`src/rtl/dmem_port_arbiter.sv`:
```
// Shares the core's single data-memory port between the speculative load unit
// and the store commit path, one outstanding request at a time.
module dmem_port_arbiter #(
  parameter int TAG_W = 5
) (
  input  logic             clk,
  input  logic             rst,
  input  logic             flush,

  input  logic             ld_req_valid,
  output logic             ld_req_ready,
  input  logic [31:0]      ld_addr,
  input  logic [3:0]       ld_rmask,
  input  logic [TAG_W-1:0] ld_tag,
  output logic             ld_resp_valid,
  output logic [TAG_W-1:0] ld_resp_tag,
  output logic [31:0]      ld_resp_rdata,

  input  logic             st_req_valid,
  output logic             st_req_ready,
  input  logic [31:0]      st_addr,
  input  logic [3:0]       st_wmask,
  input  logic [31:0]      st_wdata,
  output logic             st_done,

  output logic [31:0]      dmem_addr,
  output logic [3:0]       dmem_rmask,
  output logic [3:0]       dmem_wmask,
  output logic [31:0]      dmem_wdata,
  input  logic [31:0]      dmem_rdata,
  input  logic             dmem_resp
);

  typedef enum logic [2:0] {
    IDLE,
    ISSUE_LD,
    ISSUE_ST,
    WAIT_LD,
    WAIT_ST,
    DRAIN
  } state_e;

  state_e             state_q, state_d;
  logic [31:0]        addr_q, addr_d;
  logic [31:0]        wdata_q, wdata_d;
  logic [3:0]         rmask_q, rmask_d;
  logic [3:0]         wmask_q, wmask_d;
  logic [TAG_W-1:0]   tag_q, tag_d;
  logic [TAG_W-1:0]   resp_tag_q, resp_tag_d;
  logic [31:0]        resp_rdata_q, resp_rdata_d;
  logic               ld_pulse_q, ld_pulse_d;
  logic               st_done_q, st_done_d;

  logic               is_idle;
  logic               st_accept;
  logic               ld_accept;

  // rst is folded in so neither requester sees a handshake while held in reset.
  assign is_idle   = rst & (state_q == IDLE);
  assign st_accept = is_idle & st_req_valid;
  assign ld_accept = is_idle & ld_req_valid & ~st_req_valid & ~flush;

  assign st_req_ready = st_accept;
  assign ld_req_ready = ld_accept;

  always_comb begin
    state_d      = state_q;
    addr_d       = addr_q;
    wdata_d      = wdata_q;
    rmask_d      = rmask_q;
    wmask_d      = wmask_q;
    tag_d        = tag_q;
    resp_tag_d   = resp_tag_q;
    resp_rdata_d = resp_rdata_q;
    ld_pulse_d   = 1'b0;
    st_done_d    = 1'b0;

    case (state_q)
      IDLE: begin
        if (st_accept) begin
          addr_d  = st_addr;
          wdata_d = st_wdata;
          wmask_d = st_wmask;
          rmask_d = 4'h0;
          state_d = ISSUE_ST;
        end else if (ld_accept) begin
          addr_d  = ld_addr;
          rmask_d = ld_rmask;
          wmask_d = 4'h0;
          tag_d   = ld_tag;
          state_d = ISSUE_LD;
        end
      end

      ISSUE_LD: begin
        rmask_d = 4'h0;
        wmask_d = 4'h0;
        state_d = flush ? DRAIN : WAIT_LD;
      end

      ISSUE_ST: begin
        rmask_d = 4'h0;
        wmask_d = 4'h0;
        state_d = WAIT_ST;
      end

      WAIT_LD: begin
        // A flush landing with the response still kills the load outright.
        if (dmem_resp) begin
          state_d = IDLE;
          if (!flush) begin
            ld_pulse_d   = 1'b1;
            resp_rdata_d = dmem_rdata;
            resp_tag_d   = tag_q;
          end
        end else if (flush) begin
          state_d = DRAIN;
        end
      end

      WAIT_ST: begin
        if (dmem_resp) begin
          st_done_d = 1'b1;
          state_d   = IDLE;
        end
      end

      DRAIN: begin
        if (dmem_resp) begin
          state_d = IDLE;
        end
      end

      default: begin
        state_d = IDLE;
      end
    endcase
  end

  always_ff @(posedge clk or negedge rst) begin
    if (!rst) begin
      state_q      <= IDLE;
      addr_q       <= 32'h0;
      wdata_q      <= 32'h0;
      rmask_q      <= 4'h0;
      wmask_q      <= 4'h0;
      tag_q        <= '0;
      resp_tag_q   <= '0;
      resp_rdata_q <= 32'h0;
      ld_pulse_q   <= 1'b0;
      st_done_q    <= 1'b0;
    end else begin
      state_q      <= state_d;
      addr_q       <= addr_d;
      wdata_q      <= wdata_d;
      rmask_q      <= rmask_d;
      wmask_q      <= wmask_d;
      tag_q        <= tag_d;
      resp_tag_q   <= resp_tag_d;
      resp_rdata_q <= resp_rdata_d;
      ld_pulse_q   <= ld_pulse_d;
      st_done_q    <= st_done_d;
    end
  end

  // The load pulse is gated combinationally so a same-cycle flush still hides it.
  assign ld_resp_valid = ld_pulse_q & ~flush;
  assign ld_resp_tag   = resp_tag_q;
  assign ld_resp_rdata = resp_rdata_q;
  assign st_done       = st_done_q;

  assign dmem_addr  = addr_q;
  assign dmem_rmask = rmask_q;
  assign dmem_wmask = wmask_q;
  assign dmem_wdata = wdata_q;

endmodule

```
`config.mk`:
```
export PLATFORM = sky130hd
export DESIGN_NAME = dmem_port_arbiter
export DESIGN_NICKNAME = d
export VERILOG_FILES = /design/src/rtl/dmem_port_arbiter.sv
export SDC_FILE = /design/constraint.sdc
export NUM_CORES = 1
export LEC_CHECK = 0
export ABC_AREA = 1
export CELL_PAD_IN_SITES_DETAIL_PLACEMENT = 1
export CELL_PAD_IN_SITES_GLOBAL_PLACEMENT = 1
export CORE_UTILIZATION = 28
export CTS_CLUSTER_DIAMETER = 60
export DETAILED_ROUTE_END_ITERATION = 10
export PLACE_DENSITY_LB_ADDON = 0.15
export SLEW_MARGIN = 0
export SYNTH_ARGS = -nofsm -noshare
export SYNTH_HDL_FRONTEND = slang
export SYNTH_SLANG_ARGS = --single-unit
```
`constraint.sdc`:
```
create_clock -name clk -period 1.9 [get_ports clk]
set_input_delay 0.19 -clock clk [delete_from_list [all_inputs] [get_ports clk]]
set_output_delay 0.19 -clock clk [all_outputs]
set_load 0.01 [all_outputs]
```
==> results of run 1 <==
[kinds of logic after synthesis]
logic type | Yosys count | synth area share (%)
AND/OR/NAND/NOR | 421 | 34.1
flip-flops | 119 | 57.7
buffers and inverters | 81 | 6.74
AO/OA/AOI/OAI | 14 | 1.45
[Yosys cell counts (all sizes together)]
| cell type | count | share of area (%) |
|---|---|---|
| nor3 | 1 | 0.097 |
| or2 | 32 | 3.9 |
| nand4 | 5 | 0.73 |
| nand2 | 327 | 24 |
| nor2 | 6 | 0.68 |
| a21oi | 1 | 0.097 |
| clkbuf | 7 | 0.53 |
| inv | 50 | 3.6 |
| nand3 | 50 | 4.9 |
| dfrtp | 119 | 58 |
| buf | 24 | 2.6 |
| o211ai | 2 | 0.29 |
| o21ai | 11 | 1.1 |
[report_power, final]
group | leakage [nW] | internal, mW | switching (mW) | total, mW
Combinational | 2.51 | 2.61 | 2.37 | 4.98
Sequential | 1.51 | 3.60 | 0.606 | 4.20
Clock | 0.299 | 2.29 | 1.12 | 3.40
Total | 4.33 | 8.50 | 4.09 | 12.6
[layer usage]
| metal | vias to the layer above | track usage (%) | wire length, microns | part of all wire (%) |
|---|---|---|---|---|
| li1 | 2448 | - | - | - |
| met5 | - | 0 | 0 | 0 |
| met2 | 153 | 34.8 | 9350 | 52 |
| met3 | 20 | 7.17 | 1570 | 8.8 |
| met4 | 0 | 7.73 | 255 | 1.4 |
| met1 | 2403 | 20.4 | 6750 | 38 |
[how the worst max path moves through the flow]
stage | start | endpoint | slack [ns] | cells after the start
3_5_place_dp | st_req_valid | dmem_wmask[3] | -0.23 | 7
3_3_place_gp | st_req_valid | dmem_rmask[3] | -0.13 | 7
5_1_grt | rst | dmem_wmask[3] | -0.07 | 7
2_1_floorplan | state_q[1] | dmem_addr[14] | 0.52 | 7
6_report | state_q[1] | st_req_ready | 0.1 | 4
4_1_cts | state_q[2] | ld_req_ready | 0.03 | 4
[flip-flops by register name, indices dropped and copies added, names as in the netlist]
name / flops
dmem_addr: 32
dmem_wdata: 32
ld_resp_rdata: 32
ld_resp_tag: 5
tag_q: 5
dmem_rmask: 4
dmem_wmask: 4
state_q: 3
ld_pulse_q: 1
st_done: 1
[cell type report]
| cell class | count | share of cell area (%) |
|---|---|---|
| clock buffer | 23 | 5.49 |
| inverter | 50 | 2.15 |
| sequential | 119 | 34.2 |
| clock inverter | 8 | 1.67 |
| multi-input combinational | 435 | 21.3 |
| timing repair buffer | 277 | 31.9 |
| tap | 229 | 3.29 |
[critical path, delay by kind of cell (launching register included)]
kind / cells / cell delay [ns]
buffers and inverters: 2 / 0.49
DFF: 1 / 0.43
and+or+nand+nor: 2 / 0.28
[what timing repair did]
action / in CTS / in global routing
hold buffers: 1 / 0
buffers inserted: 0 / 0
endpoints found under the setup margin: 2 / 31
hold endpoints to repair: 119 / 0
gates resized for setup: 4 / 2
[through the flow]
step | TNS, ns | total power, mW | util, % | cell area (sq um) | instances
CTS | 0 | 12.8 | 48.3 | 8710 | 1141
detailed placement | -6.80 | 9.26 | 44.8 | 8070 | 1109
global route | -0.375 | 13.4 | 48.3 | 8710 | 1141
finish | 0 | 12.6 | 48.3 | 8710 | 1141
floorplan | 0 | 6.19 | - | 5160 | 635
global placement | -3.26 | 9.04 | 44.8 | 8070 | 1109
==> impl_metrics.csv, run 1 <==
group,metric,value,unit
outcome,status,"complete, no violations",
run,drv_cap,0,
finish,syn_to_final_growth,68.7,%
die,initial_utilization,28.6,%
clock_network,cts-root-buf,"clkbuf_16",
critical_path,rrSetupSlack,0.15,ns
synth,ys_types,22,
placed_design,io_buffers,259,
finish,final_nets,1047,
placed_design,dp_hpwl,13200,microns
critical_path,rr_endpoint,"dmem_wmask[3]",
synth,yosys_warnings,0,
power_and_ir_drop,ir_drop,0.000659,V
critical_path,max_stage_delay,0.43,ns
route,via_per_inst,4.40,
finish,regArea,0.00298,sq mm
sta,hold_slack,0.309,ns
die,die_area,0.0190,sq mm
clock_network,cts.htree.levels,4,
sta,worst_pin_slew,0.909,ns
worst_hold_path,hold_start,"dmem_rdata[4]",
route,wirelength,17900,microns
route,drtIter0Drc,161,
sta,slew_violations,0,
global_route,grt_max_degree,109,
critical_path,r2r-start,"state_q[1]",
sta,period_share,94.9,%
die,fp-row-count,49,
synth,yosysSeqAreaShare,57.7,%
synth,synth_area,0.00516,sq mm
global_route,track_usage,19.4,%
route,drcViolationCount,0,
global_route,gr-total-overflow,0,
finish,multi_input_area,0.00186,sq mm
critical_path,cp-start-kind,"flip-flop",
power_and_ir_drop,power_density,1440,mW/mm^2
global_route,antenna_found_initial,0,
placed_design,dp_slack,-0.227,ns
worst_hold_path,hold_path_class,"in -> reg",
finish,mostFrequentLayoutCell,"nand2_1",
clock_network,numCtsBuffers,17,
critical_path,arrival,1.61,ns
critical_path,worstPathCellList,"nor2_4, nand4_4, inv_1, dlygate4sd2_1",
synth,synth_nets,782,
die,die_width,138,microns
finish,layout_common_cells,"326 x nand2_1, 256 x clkdlybuf4s50_1, 118 x dfrtp_1",
critical_path,critPathSlowestCell,"dfrtp_1",
die,coreArea,0.0180,sq mm
clock_network,clock_sink_count,119,
finish,diodes,0,
sta,skew,0.0112,ns
sta,rsz0062_at_grt,"true",
die,io_pins,260,
global_route,grt_pass1_wl,27700,microns
clock_network,clkTransAtPathRegs,0.05,ns
die,die_y,138,microns
critical_path,crit_path_end_kind,"primary output",
sta,setup_viol,0,
route,wl_per_cell,15.7,microns
critical_path,worstPathRequired,1.71,ns
sta,period_needed,1.80,ns
power_and_ir_drop,power_leakage,4.33,nW
sta,fmax,555,MHz
clock_network,clockBufferDepth,2,
route,vias,5024,
synth,syn_area_per_cell,8.13,sq um
route,first_pass_iters,4,
synth,ys_ff_latch,119,
critical_path,crit_path_max_fanout,4,
global_route,grt_pass1_vias,5386,
sta,slew_headroom,39.2,%
critical_path,path_class,"reg -> out",
route,final_antenna_net_count,0,
sta,fin_ws,0.0973,ns
clock_network,cts_tree,"built",
critical_path,rr_worst_depth,6,
synth,syn_inst,635,
placed_design,place.gp.congestion,0.756,
worst_hold_path,holdPathEnd,"ld_resp_rdata[4]",
worst_hold_path,whs_path_depth,3,
finish,fillers,2097,
clock_network,insertion_delay,0.42,ns
finish,layout-drive-gt1-share,8.66,%
sta,hold_viol_final,0,
No activity file was read; power rests on OpenSTA's default activity.
==> inputs of run 2 (changes only) <==
==> constraint.sdc (replaced) <==
create_clock -name clk -period 1.9 [get_ports clk]
set_input_delay 0.19 -clock clk [delete_from_list [all_inputs] [get_ports clk]]
set_output_delay 0.19 -clock clk [all_outputs]
set_load 0.05 [all_outputs]
==> run 2 against run 1 <==
  * Total power is 24% higher
  * Sequential power hardly changed
  * Final cell count is 0.44% higher
  * Utilization is 0.44 points higher
  * Global-route usage is 0.097 points higher
  * Combinational power is 61% higher
  * Count of clock-buffer cells in the layout is 2 lower
  * Sequential share of layout area is 0.31 points lower
  * Die area stayed put
  * Critical path type unchanged
  * Largest cell class unchanged
  * Largest power group unchanged
  * Highest routed layer unchanged
==> impl_metrics.csv, run 2 (same netlist as run 1, synthesis figures left out) <==
group,metric,value,unit
critical_path,critPathTopFamily,"buffers and inverters",
route,via_per_inst,4.40,
finish,layout-drive-gt1-share,9.39,%
clock_network,clkTransAtPathRegs,0.06,ns
die,initial_utilization,28.6,%
critical_path,r2r-start,"state_q[1]",
route,highest_layer,"met4",
route,drtIter0Drc,178,
route,drcViolationCount,0,
route,wl_per_cell,16.2,microns
critical_path,cp_num_buf_inv,1,
finish,fillers,2131,
critical_path,crit_path_max_fanout,2,
placed_design,dp_hpwl,13100,microns
power_and_ir_drop,switching_share,45.8,%
global_route,grt_pass1_vias,5425,
clock_network,clockBufferDepth,2,
critical_path,worstPathRequired,1.71,ns
finish,multi_input_area,0.00186,sq mm
sta,setup_viol,0,
critical_path,critPathSlowestCell,"clkdlybuf4s50_1",
global_route,grt_max_degree,119,
route,first_pass_iters,4,
sta,period_needed,1.85,ns
critical_path,max_stage_delay,0.88,ns
critical_path,cp-start-kind,"flip-flop",
die,fp-row-count,49,
clock_network,insertion_delay,0.42,ns
finish,layout.cells.non_filler,1146,
global_route,track_usage,19.5,%
sta,period_share,97.1,%
die,die_y,138,microns
sta,rsz0062_at_grt,"true",
die,coreArea,0.0180,sq mm
critical_path,worstPathCellList,"clkdlybuf4s50_1",
sta,hold_viol_final,0,
clock_network,cts.htree.levels,4,
clock_network,cts_tree,"built",
route,wirelength,18600,microns
outcome,status,"complete, no violations",
route,route.met3.wl,1530,microns
finish,final_nets,1052,
power_and_ir_drop,seqPwrFrac,27.0,%
finish,mostFrequentLayoutCell,"nand2_1",
power_and_ir_drop,ir_drop,0.000829,V
placed_design,dpl.cell_count,1108,
power_and_ir_drop,p_sw,7.14,mW
worst_hold_path,hold_path_class,"in -> async",
placed_design,place.gp.congestion,0.764,
route,wl_met1,7060,microns
die,die_width,138,microns
route,vias,5039,
critical_path,crit_path_start,"dmem_wdata[29]",
finish,regArea,0.00298,sq mm
finish,syn_to_final_growth,70.3,%
die,io_pins,260,
global_route,antenna_found_initial,0,
critical_path,path_class,"reg -> out",
power_and_ir_drop,power_density,1770,mW/mm^2
route,final_antenna_net_count,0,
critical_path,arrival,1.66,ns
route,wl_met2,9490,microns
die,die_area,0.0190,sq mm
global_route,gr-total-overflow,0,
sta,fmax,542,MHz
sta,worst_pin_slew,0.941,ns
run,drv_cap,0,
finish,layout_common_cells,"326 x nand2_1, 254 x clkdlybuf4s50_1, 118 x dfrtp_1",
critical_path,crit_path_end_kind,"primary output",
clock_network,numCtsBuffers,17,
clock_network,clock_sink_count,119,
power_and_ir_drop,combPwrFrac,51.6,%
power_and_ir_drop,power_leakage,4.37,nW
finish,final_util,48.8,%
power_and_ir_drop,clockPowerShare,21.4,%
global_route,grt_pass1_wl,27800,microns
power_and_ir_drop,p_total,15.6,mW
placed_design,io_buffers,259,
clock_network,cts-root-buf,"clkbuf_16",
sta,slew_headroom,37.1,%
sta,slew_violations,0,
power_and_ir_drop,intPower,8.45,mW
sta,skew,0.0119,ns
run 2: power groups by stage:
stage	registers, mW	clock network (mW)	logic [mW]
after floorplan	7.54	0	1.58
after detailed placement	4.23	0	8.01
after global placement	4.17	0	7.83
after global routing	4.33	3.55	8.54
after CTS	4.22	3.44	8.07
final	4.21	3.34	8.04
run 2: layout make-up:
cell class	instances	share of cell area [%]
repair buffers	282	32.7
well taps	229	3.26
diodes	1	0.0285
multi-input cells	435	21.1
inverters	50	2.16
flip-flops and latches	119	33.9
clock inverters	9	1.72
clock buffers	21	5.12
run 2: worst paths after layout:
kind	to	slack, ns	cells past startpoint
worst max-delay path	dmem_wdata[29]	0.05	1
min in group clk	ld_resp_rdata[16]	0.31	3
worst min register to register	ld_resp_rdata[31]	0.47	2
worst max register to register	dmem_rmask[1]	0.14	6
max in group asynchronous	dmem_addr[26]	0.90	3
worst min-delay path	dmem_wmask[2]	0.15	2
run 2: metrics by stage:
step	hold WS, ns	TNS [ns]	cell area, sq um	setup slack (ns)
finish	0.150	0	8790	0.0542
CTS	0.134	0	8720	0.000533
global placement	0.0198	-1.62	8080	-0.0938
floorplan	-0.106	0	5160	0.453
detailed placement	0.0211	-5.97	8080	-0.200
global route	0.144	-0.392	8790	-0.0716
run 2: repair_timing:
item                                    4_1_cts  5_1_grt
resized for setup                             5        5
endpoints found under the setup margin        2       36
pin swaps                                     0        4
cloned                                        0        1
buffers inserted                              1        4
endpoints found under the hold margin         1        0
hold buffers                                  1        0
run 2: routing by layer:
| metal | vias to the layer above | global-route usage [%] |
|---|---|---|
| met4 | 0 | 9.06 |
| met2 | 167 | 33.8 |
| li1 | 2462 | - |
| met5 | - | 0 |
| met3 | 29 | 7.51 |
| met1 | 2381 | 20.7 |
